### src/rtl/piso_pkg.sv
// Shared definitions for the piso serializer: state encoding and a helper
// that sizes the bit counter for a given word width.
package piso_pkg;

    localparam logic [1:0] ST_IDLE   = 2'd0;
    localparam logic [1:0] ST_SHIFT  = 2'd1;
    localparam logic [1:0] ST_PARITY = 2'd2;

    typedef enum logic [1:0] {
        S_IDLE   = ST_IDLE,
        S_SHIFT  = ST_SHIFT,
        S_PARITY = ST_PARITY
    } state_e;

    // Counter must hold WIDTH-1; never narrower than one bit.
    function automatic int cnt_width(input int width);
        return (width <= 2) ? 1 : $clog2(width);
    endfunction

endpackage

### src/rtl/piso_shift_core.sv
// WIDTH-bit shift register with parallel load and logical (zero-fill) shift.
// MSB_FIRST selects the shift direction; next_bit is the bit that becomes the
// head of the register after the next shift.
module piso_shift_core
    import piso_pkg::*;
#(
    parameter int WIDTH     = 8,
    parameter bit MSB_FIRST = 1'b1
) (
    input  logic             clk,
    input  logic             rst,
    input  logic             load,
    input  logic [WIDTH-1:0] load_data,
    input  logic             shift,
    output logic             next_bit
);

    logic [WIDTH-1:0] data_q;
    logic [WIDTH-1:0] data_d;

    // Load has priority over shift; hold otherwise.
    always_comb begin
        data_d = data_q;
        if (load) begin
            data_d = load_data;
        end else if (shift) begin
            if (MSB_FIRST) begin
                data_d = {data_q[WIDTH-2:0], 1'b0};
            end else begin
                data_d = {1'b0, data_q[WIDTH-1:1]};
            end
        end
    end

    // Register storage with synchronous reset.
    always_ff @(posedge clk) begin
        if (rst) begin
            data_q <= '0;
        end else begin
            data_q <= data_d;
        end
    end

    assign next_bit = MSB_FIRST ? data_q[WIDTH-2] : data_q[1];

endmodule

### src/rtl/piso_serializer_tx.sv
// Parallel-in serial-out transmitter with valid/ready load and framing strobes.
// Optional even-parity trailer bit is enabled by defining PISO_PARITY_EN.
//
// Handshake: a word is taken on a rising edge where load_valid && load_ready;
// load_ready is high only in IDLE, and load_valid outside IDLE is ignored, so
// upstream holds load_valid (and load_data) until it sees load_ready.
module piso_serializer_tx
    import piso_pkg::*;
#(
    parameter int WIDTH     = 8,
    parameter bit MSB_FIRST = 1'b1
) (
    input  logic             clk,
    input  logic             rst,
    input  logic [WIDTH-1:0] load_data,
    input  logic             load_valid,
    output logic             load_ready,
    input  logic             shift_en,
    output logic             sout,
    output logic             sout_valid,
    output logic             sout_first,
    output logic             sout_last,
    output logic             busy
);

    localparam int             CW       = cnt_width(WIDTH);
    localparam logic [CW-1:0]  CNT_LOAD = CW'(WIDTH - 1);

    state_e        state_q, state_d;
    logic [CW-1:0] cnt_q, cnt_d;
    logic          sout_q, sout_d;
    logic          sout_valid_q, sout_valid_d;
    logic          sout_first_q, sout_first_d;
    logic          sout_last_q, sout_last_d;
    logic          busy_q, busy_d;
    logic          accept;
    logic          advance;
    logic          first_bit;
    logic          core_next_bit;
`ifdef PISO_PARITY_EN
    logic          parity_q, parity_d;
`endif

    piso_shift_core #(
        .WIDTH     (WIDTH),
        .MSB_FIRST (MSB_FIRST)
    ) u_core (
        .clk       (clk),
        .rst       (rst),
        .load      (accept),
        .load_data (load_data),
        .shift     (advance),
        .next_bit  (core_next_bit)
    );

    // Next-state, counter and registered-output logic for the frame FSM.
    always_comb begin
        accept       = load_valid && (state_q == S_IDLE);
        advance      = shift_en && (state_q == S_SHIFT);
        first_bit    = MSB_FIRST ? load_data[WIDTH-1] : load_data[0];
        state_d      = state_q;
        cnt_d        = cnt_q;
        sout_d       = sout_q;
        sout_first_d = sout_first_q;
`ifdef PISO_PARITY_EN
        parity_d     = accept ? ^load_data : parity_q;
`endif
        case (state_q)
            S_IDLE: begin
                if (accept) begin
                    state_d      = S_SHIFT;
                    cnt_d        = CNT_LOAD;
                    sout_d       = first_bit;
                    sout_first_d = 1'b1;
                end
            end
            S_SHIFT: begin
                if (shift_en) begin
                    sout_first_d = 1'b0;
                    if (cnt_q == '0) begin
`ifdef PISO_PARITY_EN
                        state_d = S_PARITY;
                        sout_d  = parity_q;
`else
                        state_d = S_IDLE;
                        sout_d  = 1'b0;
`endif
                    end else begin
                        cnt_d  = cnt_q - 1'b1;
                        sout_d = core_next_bit;
                    end
                end
            end
`ifdef PISO_PARITY_EN
            S_PARITY: begin
                if (shift_en) begin
                    state_d = S_IDLE;
                    sout_d  = 1'b0;
                end
            end
`endif
            default: begin
                state_d      = S_IDLE;
                cnt_d        = '0;
                sout_d       = 1'b0;
                sout_first_d = 1'b0;
            end
        endcase
        busy_d       = (state_d != S_IDLE);
        sout_valid_d = busy_d;
`ifdef PISO_PARITY_EN
        sout_last_d  = (state_d == S_PARITY);
`else
        sout_last_d  = (state_d == S_SHIFT) && (cnt_d == '0);
`endif
    end

    // State, counter and output flops; reset abandons any frame in flight.
    always_ff @(posedge clk) begin
        if (rst) begin
            state_q      <= S_IDLE;
            cnt_q        <= '0;
            sout_q       <= 1'b0;
            sout_valid_q <= 1'b0;
            sout_first_q <= 1'b0;
            sout_last_q  <= 1'b0;
            busy_q       <= 1'b0;
`ifdef PISO_PARITY_EN
            parity_q     <= 1'b0;
`endif
        end else begin
            state_q      <= state_d;
            cnt_q        <= cnt_d;
            sout_q       <= sout_d;
            sout_valid_q <= sout_valid_d;
            sout_first_q <= sout_first_d;
            sout_last_q  <= sout_last_d;
            busy_q       <= busy_d;
`ifdef PISO_PARITY_EN
            parity_q     <= parity_d;
`endif
        end
    end

    assign load_ready = (state_q == S_IDLE);
    assign sout       = sout_q;
    assign sout_valid = sout_valid_q;
    assign sout_first = sout_first_q;
    assign sout_last  = sout_last_q;
    assign busy       = busy_q;

endmodule
### config.mk
export PLATFORM = sky130hd
export DESIGN_NAME = piso_serializer_tx
export DESIGN_NICKNAME = d
export VERILOG_FILES = /design/src/rtl/piso_pkg.sv /design/src/rtl/piso_shift_core.sv /design/src/rtl/piso_serializer_tx.sv
export SDC_FILE = /design/constraint.sdc
export NUM_CORES = 1
export LEC_CHECK = 0
export CELL_PAD_IN_SITES_DETAIL_PLACEMENT = 1
export CELL_PAD_IN_SITES_GLOBAL_PLACEMENT = 2
export CORE_MARGIN = 2
export CORE_UTILIZATION = 31
export DETAILED_ROUTE_END_ITERATION = 7
export MAX_ROUTING_LAYER = met4
export PLACE_DENSITY_LB_ADDON = 0.12
export SLEW_MARGIN = 20
export SYNTH_ARGS = -nofsm -noshare
export SYNTH_HDL_FRONTEND = slang
export SYNTH_SLANG_ARGS = --single-unit
### constraint.sdc
create_clock -name clk -period 3.4 [get_ports clk]
set_input_delay 1.02 -clock clk [delete_from_list [all_inputs] [get_ports clk]]
set_output_delay 1.02 -clock clk [all_outputs]
set_load 0.02 [all_outputs]
==> Word-level counts from Yosys, hierarchy flattened <==
Index checks and enable logic that the tools add are counted.
Widths: inputs -> output; s select.
{ "word_totals": {"word_cells": 38, "reg_bits": 16, "inputBits": 12, "output_inout_bits": 6} }
{ "op_classes": {"n_reduce_logical": 9, "mux": 17, "addsub": 1, "n_eq_ne": 4} }
{ "ops": {"columns": ["operator", "count"], "rows": [
  ["$mux 7", 2],
  ["$mux 3", 3],
  ["$logic_not 3->1", 2],
  ["$mux 2", 3],
  ["$pmux 3 s2", 1],
  ["$mux 1", 5],
  ["$eq 2x1->1 const B", 2],
  ["$pmux 1 s2", 2],
  ["$pmux 2 s2", 1],
  ["$reduce_bool 2->1", 2],
  ["$logic_and 1x1->1", 3],
  ["$sub 3x1->3 const B", 1],
  ["$logic_not 2->1", 1],
  ["$ne 2x1->1 const B", 1],
  ["$ne 2x2->1 const B", 1],
  ["$reduce_and 2->1", 1]
]} }

==> Depth between registers and ports, before layout <==
Gate-level depths: netlist (run 1).
{ "depth": {"word_depth": 6, "depth_mapped": 6, "depth_no_buf": 6} }

==> Cells and area by module <==
Synthesis (run 1) repeated with hierarchy kept, for this count alone.
{ "hier_totals": {"cells_unflattened": 84, "hier_area_um2": 814.5} }
{ "by_module_without_submodules": {"columns": ["module", "seq_area_each_um2", "cells_each", "instances", "area_each_um2"], "rows": [
  ["piso_serializer_tx", 180.2, 54, 1, 499.2],
  ["piso_shift_core", 140.1, 30, 1, 315.3]
]} }

==> Worst setup path before layout (run 1) <==
No wires, ideal clock.
{ "synth_path": {"kind": "register to output", "startpoint": "register state_q[1]", "endpoint": "output port load_ready", "arrival_time_ns": 0.843, "path_stages_with_launch": 3, "path_buffers": 1, "required_ns": 2.380, "slack_ns": 1.537, "path_cell_list": "dfxtp_1 > buf_2 > nor2_1"} }
{ "synth_between": {"elab_chain_len": 1} }
{ "synth_lines": {"columns": ["element", "line", "rtl"], "rows": [
  ["from (decl)", "piso_serializer_tx.sv:29", "state_e state_q, state_d;"],
  ["from (signal assigned)", "piso_serializer_tx.sv:132", "state_q <= state_d;"],
  ["$logic_not 2->1", "piso_serializer_tx.sv:145", "assign load_ready = (state_q == S_IDLE);"],
  ["to (decl)", "piso_serializer_tx.sv:17", "output logic load_ready,"]
]} }
No other way between the ends.

==> Worst setup path after layout (run 1) <==
{ "layout_path": {"startpoint": "register state_q[0]", "endpoint": "output port load_ready"} }
Same word-level chain as after synthesis.

==> results of run 1 <==
[layer usage]
layer	up-vias	GRT usage (%)	wire, um
li1	352	-	-
met3	2	4.92	81
met4	0	3.83	10
met5	-	-	0
met1	341	18.6	990
met2	15	24.0	987
[synthesized netlist by cell type, drive strengths merged, types with 2 or more instances]
cell type  instances
nand3b             2
nand2b             2
nor2              12
a311oi             5
o21ai              5
inv                4
nand2              9
buf                4
a21oi              4
nand4              2
nor3               5
dfxtp             16
ha                 2
[layout make-up]
class | instances | area, um^2 | share of cell area (%)
inverter | 4 | 17.5 | 1.69
timing repair buffer | 18 | 178 | 17.1
sequential | 16 | 320 | 30.9
multi-input combinational | 63 | 447 | 43.1
tap | 30 | 37.5 | 3.62
clock buffer | 4 | 36.3 | 3.50
[cell families (layout without fill, tap and decap cells)]
group / after synthesis / count (layout) / share of synthesized area (%)
buffers and inverters: 9 / 26 / 6.84
adder cells (fa/ha/maj): 2 / 2 / 3.04
flip-flops: 16 / 16 / 38.9
AND/OR/NAND/NOR: 38 / 38 / 26.1
AO/OA/AOI/OAI: 22 / 22 / 24.6
other: 1 / 1 / 0.455
[placed cells by master, fill, tap and decap left out, types with 2 or more instances in the layout]
master	instances
nand4_1	2
nand2_1	8
clkbuf_4	3
ha_1	2
inv_1	3
nand3b_1	2
dfxtp_1	16
nor3_1	5
a311oi_1	3
o21ai_0	5
clkdlybuf4s50_1	17
a311oi_2	2
nor2_1	11
a21oi_1	3
[power groups by stage]
stage	combinational, mW	sequential (mW)	clock (mW)
final	0.0815	0.207	0.130
after global routing	0.0904	0.209	0.146
after CTS	0.0823	0.207	0.139
after detailed placement	0.0820	0.211	0
after global placement	0.0802	0.211	0
after floorplan	0.0501	0.211	0
[registers in the layout (all words and copies together), names as in the netlist]
signal         count
busy               1
cnt_q              3
sout               1
sout_first         1
sout_last          1
state_q            2
u_core.data_q      7
[critical path: stages (launching register included)]
cell	delay (ns)
dfxtp_1	0.69
nor2_1	0.08
clkdlybuf4s50_1	0.56
[stage by stage]
| step | total power, mW | hold WS, ns | cell area (um^2) | setup WS [ns] |
|---|---|---|---|---|
| after CTS | 0.428 | 0.487 | 1040 | 0.753 |
| after detailed placement | 0.293 | 0.471 | 1000 | 0.850 |
| after global routing | 0.445 | 0.511 | 1040 | 0.643 |
| final | 0.418 | 0.478 | 1040 | 0.759 |
| after global placement | 0.291 | 0.467 | 1000 | 0.921 |
| after floorplan | 0.261 | 0.450 | 823 | 1.54 |
[worst min-delay path by stage]
stage	slack [ns]	startpoint	to
6_report	0.48	sout	sout
5_1_grt	0.51	sout	sout
4_1_cts	0.49	sout	sout
3_5_place_dp	0.47	sout	sout
3_3_place_gp	0.47	sout	sout
2_1_floorplan	0.45	u_core.data_q[0]	u_core.data_q[1]
==> metrics.yaml, run 1 <==
grt.total_usage_pct: 15.2
grt_max_degree: 17
cap_violations: 0
num_rows: 18
synthFlopType: "dfxtp_1"
cellPowerDensity_mw_per_mm2: 404
max_freq_mhz: 379
rsz0062_at_grt: "no"
cts_resized: 0
p_int_uw: 303
synth_nets: 102
vdd_ir_drop_max_mv: 0.235
layout.cells.non_filler: 135
ant_nets: 0
post-route-min-period_ns: 2.64
hold_violations: 0
clkSinkCount: 16
combPwrFrac_pct: 19.5
syn_inst: 88
gp_congestion: 0.827
fin_crit_sh_pct: 77.7
cts_buffer_depth: 2
ys_seq_area_share_pct: 38.9
routed_wl_um: 2070
cts_buffers: 3
post_drt_wl_per_cell_um: 15.3
yosysWarningCount: 0
fp.dieH_um: 55.5
syn2layout_area_growth_pct: 25.8
slew-limit-headroom_pct: 55.0
arrival_ns: 1.62
required_ns: 2.38
power.share.switching_pct: 27.5
drive_gt1_share_pct: 18.1
dpl.hpwl_um: 1520
clkTransAtPathRegs_ns: 0.10
cp_max_fo: 13
yosysUniqueCellTypes: 37
antenna_found_initial: 0
hold_buffers: 0
rrSetupSlack_ns: 1.79
nFillCells: 304
drt_iter0_markers: 5
synth_edf_count: 0
fin_util_pct: 41.4
min-delay-path-class: "reg -> reg"
outcome: "finished clean"
clkPwrFrac_pct: 31.1
clk_latency_ns: 0.29
end_kind: "output pin"
crit_start: "state_q[0]"
avgSynthCellArea_um2: 9.36
cts_setup_buffers: 0
fin_nets: 120
crit_type: "reg -> out"
worstReg2RegStart: "state_q[0]"
hold_depth: 2
port_buffers: 17
reg2reg_depth: 4
place_inst: 131
startpoint_type: "flop"
fin_skew_ns: 0.00351
grt_pass1_vias: 727
htree_levels: 1
endpoint: "load_ready"
die_area_mm2: 0.00308
io-pin-count: 18
viasPerCell: 5.26
syn-cell-area_um2: 823
drc_errors: 0
synth_top_area_share_pct: 38.9
setup_tns_ns: 0
synthArstFlopShare_pct: 0
grt_pass1_wl_um: 3550
die_w_um: 55.5
cts_tree: "yes"
worst_pin_slew_ns: 0.672
antenna_cells: 0
power_leakage_nw: 0.356
switchingPower_uw: 115
cts_root_buf: "clkbuf_4"
ys_ff_latch: 16
core_region_area_mm2: 0.00250
start_util_pct: 32.9
yosysTopAreaCell: "dfxtp_1"
drv_slew: 0
seqPwrFrac_pct: 49.4
overflow: 0
synth_area_leaders: "dfxtp_1 39%, nor2_1 5.0%, a311oi_2 3.6%, nand2_1 3.6%, a311oi_1 3.2%"
num_vias: 710
setup_viol: 0
drtPass1Iterations: 4
r2r_end: "sout"
Power figures use the tool's default switching activity.
==> inputs of run 2 (changes only) <==
- CORE_UTILIZATION: 31 -> 26
- clock period: 3.4 -> 2.28 ns (I/O delays scaled with it)
==> metrics.yaml, run 2 (synthesis gave the netlist of run 1 again) <==
fin_crit_sh_pct: 87.0
ant_nets: 0  # unchanged
hold_buffers: 0  # unchanged
grt_pass1_vias: 700  # -3.7%
largest_reg_flops: 7  # unchanged
grt_pass1_wl_um: 3330  # -6.2%
cts_tree: "yes"
hold_violations: 0  # unchanged
drt_iter0_markers: 9  # +4
core_region_area_mm2: 0.00303  # +21%
setup_tns_ns: 0  # unchanged
min-delay-path-class: "reg -> reg"
cts_buffer_depth: 2  # unchanged
dpl.hpwl_um: 1460  # -3.8%
antenna_found_initial: 0  # unchanged
clkSinkCount: 16  # unchanged
grt_max_degree: 16  # -1
fp.dieH_um: 60.3  # +8.5%
htree_levels: 1  # unchanged
overflow: 0  # unchanged
post-route-min-period_ns: 1.98
vdd_ir_drop_max_mv: 0.213  # -9.4%
cts_resized: 0  # unchanged
drive_gt1_share_pct: 19.6  # +1.5 points
routed_wl_um: 1910  # -7.8%
reg_top3: "u_core.data_q (7), cnt_q (3), state_q (2)"
startpoint_type: "flop"
crit_type: "reg -> out"
cts_root_buf: "clkbuf_4"
rsz0062_at_grt: "no"
num_rows: 20  # +2
largest_register: "u_core.data_q"
end_kind: "output pin"
clkTransAtPathRegs_ns: 0.09  # about the same
post_drt_wl_per_cell_um: 12.6  # -18%
rrSetupSlack_ns: 0.82  # -0.97 ns
outcome: "finished clean"
cp_max_fo: 2  # -11
cts_buffers: 3  # unchanged
nFillCells: 360  # +18%
antenna_cells: 0  # unchanged
num_vias: 694  # -2.3%
drc_errors: 0  # unchanged
drv_slew: 0  # unchanged
gp_congestion: 0.773  # -6.6%
fin_nets: 123  # +2.5%
setup_viol: 0  # unchanged
die_area_mm2: 0.00363  # +18%
fin_util_pct: 35.1  # -6.4 points
grt.total_usage_pct: 12.6  # -2.5 points
cap_violations: 0  # unchanged
layout_common_cells: "17 x clkdlybuf4s50_1, 16 x dfxtp_1, 11 x nor2_1"
port_buffers: 17  # unchanged
power_leakage_nw: 0.364  # +2.2%
syn2layout_area_growth_pct: 29.0
die_w_um: 60.3  # +8.5%
required_ns: 1.60  # -0.78 ns
clk_latency_ns: 0.28  # about the same
viasPerCell: 4.60  # -13%
start_util_pct: 27.2  # -5.7 points
drtPass1Iterations: 2  # -2
max_freq_mhz: 504
cts_setup_buffers: 0  # unchanged
whs_ns: 0.490  # +0.0119 ns
cellPowerDensity_mw_per_mm2: 543  # +34%
layout_commonest_cell: "clkdlybuf4s50_1"
fin_skew_ns: 0.00293  # -0.000577 ns
arrival_ns: 1.30  # -0.32 ns
io-pin-count: 18  # unchanged
run 2: changes by cell type in the layout (fill, tap and decap cells not counted):
| cell | delta |
|---|---|
| buf_4 | +3 |
| clkbuf_8 | -1 |
run 2: layer usage:
metal  up-vias  share of wire [%]  track usage, %
li1        358                  -               -
met1       323                 52            18.1
met2        11                 44            17.1
met3         2                3.1            3.90
met4         0               0.79            2.86
met5         -                  0               -
run 2: area by class of cell:
cell class | instances | area [um^2] | share of cell area [%]
repair buffers | 21 | 200 | 18.8
flip-flops and latches | 16 | 320 | 30.2
well taps | 44 | 55.1 | 5.18
multi-input cells | 63 | 447 | 42.0
clock buffers | 3 | 22.5 | 2.12
inverters | 4 | 17.5 | 1.65
run 2: through the flow:
| step | worst slack (ns) | std cells | total power, mW | cell area, um^2 |
|---|---|---|---|---|
| floorplan | 0.753 | 88 | 0.389 | 823 |
| global placement | 0.115 | 148 | 0.438 | 1040 |
| detailed placement | 0.0729 | 148 | 0.439 | 1040 |
| CTS | 0.274 | 151 | 0.592 | 1060 |
| global route | 0.233 | 151 | 0.615 | 1060 |
| finish | 0.296 | 151 | 0.576 | 1060 |
run 2: report_power, final:
part | total, mW | switching (mW) | leakage [nW] | internal, mW
Sequential | 0.305 | 0.00920 | 0.132 | 0.295
Clock | 0.145 | 0.0841 | 0.0138 | 0.0612
Combinational | 0.126 | 0.0640 | 0.219 | 0.0623
Total | 0.576 | 0.157 | 0.364 | 0.419
run 2: worst paths after layout:
check / cells after the start / from / end
worst max-delay path: 2 / state_q[1] / load_ready
worst min-delay path: 2 / sout / sout
worst max register to register: 6 / cnt_q[0] / sout_last
worst min register to register: 2 / sout / sout
run 2: worst max-delay path: stages, from the launching register on:
cell             delay, ns
dfxtp_1               0.32
nor2_1                0.10
clkdlybuf4s50_1       0.61
==> inputs of run 3 (changes only) <==
- HOLD_SLACK_MARGIN: not set -> 0.12
==> results of run 3 <==
The final DEF is identical to that of run 2; final timing and power are the same.
